`src/rtl/uart_tx_arbiter.sv`:
```
// Round-robin arbiter that serialises one 32-bit word per grant onto a shared UART byte port.
// Define TXARB_HEADER_EN to prefix each word with header byte 8'hA0 | owner index.
module uart_tx_arbiter #(
  parameter int unsigned N_REQ       = 2,
  parameter int unsigned ACK_TIMEOUT = 15
) (
  input  logic               i_Clk,
  input  logic               i_Rst,
  input  logic [N_REQ-1:0]   i_req,
  input  logic [32*N_REQ-1:0] i_word,
  input  logic               i_txd_busy,
  output logic [N_REQ-1:0]   o_grant,
  output logic [N_REQ-1:0]   o_done,
  output logic [7:0]         o_tx_data,
  output logic               o_send_to_computer,
  output logic               o_active
);

  localparam int unsigned IW = $clog2(N_REQ);
  localparam int unsigned CW = $clog2(ACK_TIMEOUT + 1);

`ifdef TXARB_HEADER_EN
  localparam logic [2:0] LAST_IDX = 3'd4;
`else
  localparam logic [2:0] LAST_IDX = 3'd3;
`endif

  localparam logic [1:0] ST_IDLE    = 2'd0;
  localparam logic [1:0] ST_SEND    = 2'd1;
  localparam logic [1:0] ST_WAIT_HI = 2'd2;
  localparam logic [1:0] ST_WAIT_LO = 2'd3;

  logic [1:0]    state;
  logic [IW-1:0] rr_ptr;
  logic [IW-1:0] owner;
  logic [IW-1:0] winner;
  logic [IW-1:0] scan_idx;
  logic          req_any;
  logic [31:0]   word_q;
  logic [2:0]    byte_idx;
  logic [CW-1:0] to_cnt;
  logic [7:0]    cur_byte;

  // Scan downward so the last hit is the nearest set bit after rr_ptr.
  always_comb begin
    winner   = '0;
    scan_idx = '0;
    req_any  = 1'b0;
    for (int unsigned i = N_REQ; i >= 1; i--) begin
      scan_idx = IW'((32'(rr_ptr) + i) % N_REQ);
      if (i_req[scan_idx]) begin
        winner  = scan_idx;
        req_any = 1'b1;
      end
    end
  end

  always_comb begin
    cur_byte = '0;
`ifdef TXARB_HEADER_EN
    case (byte_idx)
      3'd0:    cur_byte = 8'hA0 | 8'(owner);
      3'd1:    cur_byte = word_q[31:24];
      3'd2:    cur_byte = word_q[23:16];
      3'd3:    cur_byte = word_q[15:8];
      3'd4:    cur_byte = word_q[7:0];
      default: cur_byte = '0;
    endcase
`else
    case (byte_idx)
      3'd0:    cur_byte = word_q[31:24];
      3'd1:    cur_byte = word_q[23:16];
      3'd2:    cur_byte = word_q[15:8];
      3'd3:    cur_byte = word_q[7:0];
      default: cur_byte = '0;
    endcase
`endif
  end

  always_ff @(posedge i_Clk or posedge i_Rst) begin
    if (i_Rst) begin
      state              <= ST_IDLE;
      rr_ptr             <= IW'(N_REQ - 1);
      owner              <= '0;
      word_q             <= '0;
      byte_idx           <= '0;
      to_cnt             <= '0;
      o_grant            <= '0;
      o_done             <= '0;
      o_tx_data          <= '0;
      o_send_to_computer <= 1'b0;
    end else begin
      o_grant            <= '0;
      o_done             <= '0;
      o_send_to_computer <= 1'b0;
      case (state)
        ST_IDLE: begin
          if (req_any) begin
            word_q   <= i_word[32*winner +: 32];
            o_grant  <= N_REQ'(1) << winner;
            rr_ptr   <= winner;
            owner    <= winner;
            byte_idx <= '0;
            state    <= ST_SEND;
          end
        end
        ST_SEND: begin
          if (!i_txd_busy) begin
            o_tx_data          <= cur_byte;
            o_send_to_computer <= 1'b1;
            to_cnt             <= '0;
            state              <= ST_WAIT_HI;
          end
        end
        ST_WAIT_HI: begin
          if (i_txd_busy) begin
            state <= ST_WAIT_LO;
          end else begin
            to_cnt <= to_cnt + 1'b1;
            if (to_cnt == CW'(ACK_TIMEOUT - 1))
              state <= ST_SEND;
          end
        end
        ST_WAIT_LO: begin
          if (!i_txd_busy) begin
            if (byte_idx == LAST_IDX) begin
              o_done <= N_REQ'(1) << owner;
              state  <= ST_IDLE;
            end else begin
              byte_idx <= byte_idx + 3'd1;
              state    <= ST_SEND;
            end
          end
        end
        default: state <= ST_IDLE;
      endcase
    end
  end

  assign o_active = (state != ST_IDLE);

endmodule
```
`config.mk`:
```
export PLATFORM = sky130hd
export DESIGN_NAME = uart_tx_arbiter
export DESIGN_NICKNAME = d
export VERILOG_FILES = /design/src/rtl/uart_tx_arbiter.sv
export SDC_FILE = /design/constraint.sdc
export NUM_CORES = 1
export LEC_CHECK = 0
export BUFFER_PORTS_ARGS = -buffer_cell sky130_fd_sc_hd__buf_2
export CORE_ASPECT_RATIO = 1.75
export CORE_MARGIN = 2
export CORE_UTILIZATION = 53
export DETAILED_ROUTE_END_ITERATION = 10
export PLACE_DENSITY = 0.91
export SYNTH_ARGS = -nofsm -noshare
export SYNTH_HDL_FRONTEND = slang
export SYNTH_SLANG_ARGS = --single-unit
export TNS_END_PERCENT = 100
```
`constraint.sdc`:
```
create_clock -name i_Clk -period 1.75 [get_ports i_Clk]
set_input_delay 0 -clock i_Clk [delete_from_list [all_inputs] [get_ports i_Clk]]
set_output_delay 0 -clock i_Clk [all_outputs]
set_load 0.1 [all_outputs]
```
### Yosys cells after proc, flatten, opt, wreduce, memory -nomap -nowiden

Index checks and enable logic that the tools add are counted.

* $add $sub $neg: 4
* order comparisons: 2
* eq/ne operators: 13
* shifts and indexed selects: 3
* muxes and demuxes: 30
* bitwise operators: 1
* reductions and logical operators: 10

Operator list (count)
* $shiftx A64 B7 Y32: 1
* $pmux W8 S4: 1
* $mux W2: 10
* $mux W1: 11
* $ne A2 B2 Y1 const B: 5
* $mux W3: 3
* $mux W4: 2
* $pmux W2 S4: 1
* $pmux W4 S2: 1
* $reduce_and A4 Y1: 2
* $eq A3 B2 Y1 const B: 2
* $pmux W3 S2: 1
* $reduce_bool A2 Y1: 3
* $add A4 B1 Y4 const B: 1
* $eq A2 B2 Y1 const B: 2
* $eq A4 B4 Y1 const B: 1
* $lt A1 B2 Y1 const B: 2
* $reduce_and A2 Y1: 2
* $shl A1 B1 Y2 const A: 2
* $add A3 B1 Y3 const B: 1
* $eq A3 B1 Y1 const B: 1
* $logic_not A3 Y1: 1
* $ne A3 B3 Y1 const B: 1
* $reduce_and A3 Y1: 1
* 4 further kinds: 5

* register bits after elaboration: 56
* input port bits: 69
* logic and storage cells: 73

### Depth between registers and ports, before layout

* word-level depth: 8
* mapped depth: 7

### Worst setup path before layout

OpenSTA, ideal clock, no wires.

* kind: flip-flop to flip-flop
* start point: register state[1]
* end point: register word_q[0]
* library setup time: 0.125 ns
* arrival: 1.605 ns
* required time: 1.625 ns
* slack: 0.020 ns
* cell stages (with the launch flop): 7
* buffers on the path: 2
* period minus slack after synthesis: 1.730 ns
* cell sequence: dfrtp_1 buf_6 nor2_4 inv_2 nor2_8 buf_4 mux2_4

* cells in the longest elaborated chain, start to end: 2

Ends and longest elaborated chain
* from (decl): line 33 `logic [1:0] state;`
* from (signal assigned): line 82 `state <= ST_IDLE;`
* from (signal assigned): line 104 `state <= ST_SEND;`
* from (signal assigned): line 112 `state <= ST_WAIT_HI;`
* $logic_not A2 Y1: line 96 `case (state)`
* $reduce_and A2 Y1 (no line)
* to (signal assigned): line 99 `word_q <= i_word[32*winner +: 32];`
* to (decl): line 39 `logic [31:0] word_q;`

No other way between the ends.
A chain may end at the register's enable or synchronous reset.

### Final worst setup path

* start point: register byte_idx[0]
* end point: register o_tx_data[5]

* cells in the longest elaborated chain, start to end: 2

Ends and longest elaborated chain
* from (decl): line 40 `logic [2:0] byte_idx;`
* from (signal assigned): line 130 `byte_idx <= byte_idx + 3'd1;`
* $eq A3 B2 Y1, or another cell as far along: line 70 `case (byte_idx)`
* $pmux W8 S4 *: line 70
* to (signal assigned): line 109 `o_tx_data <= cur_byte;`
* to (decl): line 14 `output logic [7:0] o_tx_data,`

Every way passes the cells marked *; elsewhere a longest branch is shown, timed or not.

==> flow_results.org <==
** STA
- Period utilization :: 93.0%
- Measured against its own limit, the worst slew margin works out to 65.0%.
- For the pin with the worst max-slew slack, the measured transition is 0.526 ns.
- The max-slew violation total from the final report came to 0.
- Summed over all failing endpoints, the final setup total negative slack is 0 ns.
- Worst clock skew :: 0.0141 ns
- The worst path needs 1.63 ns of the cycle, external delays included.
- Worst hold slack after final layout :: 0.00937 ns
- Setup violations remaining at the end of the flow were counted as 0.
- For this run, the top clock speed supported by timing is 615 MHz.
- Across all setup checks in the final design, the least slack found is 0.123 ns.
- Final-report hold violation count :: 0
- Setup repair after global routing missed its margin :: yes

** Synth
- The synthesized netlist devotes 0% of its cell area to XOR and XNOR gates.
- Post-synthesis share of cell area spent on and, or, nand and nor gates :: 6.16%
- In this run the biggest area consumer among cell types represents 45.2% of the synthesized area.
- Dominant synthesized flop cell :: dfrtp_1
- Cell Area, Synth :: 3050 um2
- After synthesis, the share of flip-flops with an asynchronous set or reset is 100%.
- Sorting the synthesized cells by how often they occur yields dfrtp_1 (55), mux2_4 (36), mux2_2 (28).
- The average instance in the mapped netlist occupies 13.0 um2.
- Multiplexer share of the synthesized area :: 28.1%
- Yosys attributes the largest share of cell area to dfrtp_1 (45%), mux2_4 (18%), mux2_2 (10%).
- The Yosys step of the flow raised 0 warnings.
- Of the synthesized area, sequential elements account for 46.0%.
- By instance count, the leading cell after synthesis is dfrtp_1.
- Counting distinct cell types in the post-synthesis netlist gives 38.
- Counting every instance in the synthesized netlist gives 235.
- Post-synthesis adder-cell area fraction :: 2.87%
- Compound-gate portion of the synthesized area :: 11.7%
- Dominant combinational cell family by area after synthesis :: multiplexers
- Number of synthesized register bits :: 56
- Yosys top cell by area :: dfrtp_1
- The synthesized design contains 0 enable-type register cells.
- The number of nets in the synthesized netlist is 311.

** Layout
- After filler insertion, the fill cell instance count of the layout stands at 423.
- Final layout net count :: 397
- Post-Layout Inst Area :: 3650 um2
- Area of the multi-input gates :: 1490 um2
- Area overhead of the layout relative to synthesis :: 19.9%
- Cells with a size suffix above 1 make up 54.0% of the layout.
- For this run, the number of standard cells in the final layout without fillers is 398.
- The number of antenna diodes in the final layout is 0.
- Util after Layout :: 66.0%
- FF+latch area :: 1400 um2

** Global route
- Maximum number of pins on one net before global-route repair :: 30
- First-pass GRT wire length :: 10.4 mm
- Number of global-route vias before repair :: 2322
- Total Routing Usage GR :: 21.6%
- Global route total overflow :: 0
- The initial antenna violation count was 0.

** Pwr
- Pwr Total :: 6.09 mW
- Power per cell area :: 1670 nW/um2
- The worst-case IR drop observed on VDD is 0.000878 V.
- For this design the static power due to leakage is 1.77 nW.

** Die
- Die span in x :: 61.3 um
- The floorplan step defined a core boundary enclosing 5540 um2.
- Die height :: 104 um
- Starting density of the core :: 55.0%
- For this design the top-level I/O count stands at 83.
- After floorplanning, the core was divided into 36 placement rows.
- Full die area :: 6400 um2

** Routing
- Iter 0 DRT Violations :: 82
- Dividing the detail-routed via count by the number of cells gives 5.55.
- Once detail routing completed, the nets flagged for antenna violations numbered 0.
- DR pass1 iterations :: 4
- After detailed routing, the total wire length is 6.36 mm.
- The detailed router placed 2210 vias in this run.
- In the final routed layout, each cell accounts on average for 16.0 um.
- Total DRC errors in the routed layout :: 0

** Placed design
- Timing analysis after detailed placement gives a worst setup slack of 0.0920 ns.
- The count of buffers added on input and output ports is 82.
- Number of placed instances, taps included :: 388
- At the end of routability-driven placement, the weighted congestion stood at 0.816.
- Once placement finished, the instance area stood at 3540 um2.
- Post-DP HPWL :: 5.05 mm

** Critical path
- Setup slack on the worst reg-to-reg path comes out at 0.12 ns.
- The most critical setup path has its startpoint at byte_idx[0].
- Worst Setup Start Kind :: register
- Worst R2R Path Depth :: 5
- Critical path fanouts, max :: 8
- The setup path with the least slack is of type reg2reg.
- CP Data Arrival Time :: 1.81 ns
- CP required :: 1.93 ns
- Timing endpoint of the critical path :: o_tx_data[5]
- Reg-to-Reg End :: o_tx_data[5]
- Crit Reg-Reg Startpoint :: byte_idx[0]
- STA classifies the critical path endpoint as a register.

** Outcome
- The flow ran to the end, and the final reports show no timing, DRC or antenna violations.

** Worst hold path
- Counting instances, the worst hold path has a depth of 3.
- The path class of the tightest hold or removal check is in2reg.

** Clock tree
- TritonCTS built the clock tree.
- The tree is rooted in a clkbuf_8.
- Count of clock tree sinks :: 56
- The H-tree was split into 2 levels.
- The clock passes through at most 2 buffers.
- Clock-pin slew was measured on the worst setup and hold paths at 0.10 ns.
- TritonCTS Buffers :: 5
- Insertion delay to the later sink of the worst-skew pair :: 0.31 ns

** Job
- Count of max-cap constraint violations :: 0
[worst min-delay path by stage]
| stage | from | end |
|---|---|---|
| 3_3_place_gp | i_Rst | o_tx_data[1] |
| 2_1_floorplan | i_req[0] | rr_ptr |
| 5_1_grt | i_word[49] | word_q[17] |
| 6_report | i_req[1] | rr_ptr |
| 3_5_place_dp | i_Rst | o_tx_data[1] |
| 4_1_cts | i_req[1] | rr_ptr |
[state kept, by name, indices dropped and copies added (netlist names)]
register,flops
o_tx_data,8
state,2
o_send_to_computer,1
rr_ptr,1
o_done,2
owner,1
o_grant,2
byte_idx,3
word_q,32
to_cnt,4
[critical path, stage by stage, from the launching register on]
cell       delay (ns)
dfrtp_1          0.42
inv_1            0.10
ha_2             0.25
a222oi_1         0.47
a2bb2oi_1        0.20
o21ai_1          0.07
[repair_timing]
item	CTS	global route
resized for setup	0	2
hold endpoints to repair	19	0
setup endpoints to repair	0	7
setup buffers	0	0
hold buffers	2	0
[cells by family after synthesis]
| family | count (synthesis) |
|---|---|
| AOI/OAI and AO/OA | 50 |
| buffers and inverters | 26 |
| and+or+nand+nor | 32 |
| adders and majority gates | 7 |
| muxes | 64 |
| DFF | 56 |
[placed cells by master (no fill, tap or decap), types with 2 or more instances in the layout]
cell type,synthesis,layout
dlygate4sd3_1,0,2
a2bb2oi_1,8,8
a31oi_1,2,2
clkbuf_8,0,5
nand2b_1,4,4
dfrtp_1,55,55
inv_1,9,8
a222oi_1,8,8
buf_12,2,2
ha_2,0,2
o21ai_1,8,8
nand2_1,12,12
nor2_1,2,2
mux2_2,28,28
a21oi_1,5,5
o21ai_0,10,10
o22ai_1,2,2
ha_1,7,5
mux2_4,36,36
nor3_1,6,6
buf_4,3,9
o31ai_1,2,2
buf_2,1,82
inv_2,1,2
[per-layer routing]
layer  global-route usage (%)  part of all wire (%)  vias to the layer above
li1                         -                     -                     1029
met1                     23.4                    35                     1090
met2                     38.5                    57                       73
met3                     3.11                   4.0                       18
met4                     10.2                   3.6                        0
met5                        0                     0                        -
[layout make-up]
cell class	instances	share of cell area (%)
Inverter	10	1.03
Timing Repair Buffer	95	14.7
Tap cell	76	2.60
Clock buffer	5	1.88
Sequential cell	56	38.4
Clock inverter	3	0.582
Multi-Input combinational cell	153	40.8
[where the power goes]
part           switching (mW)  internal, mW  leakage (nW)
combinational            1.77          1.35          1.04
sequential              0.386          1.88         0.686
clock                   0.416         0.285        0.0445
total                    2.57          3.51          1.77
Note: power is estimated with default switching activity, not from simulation.
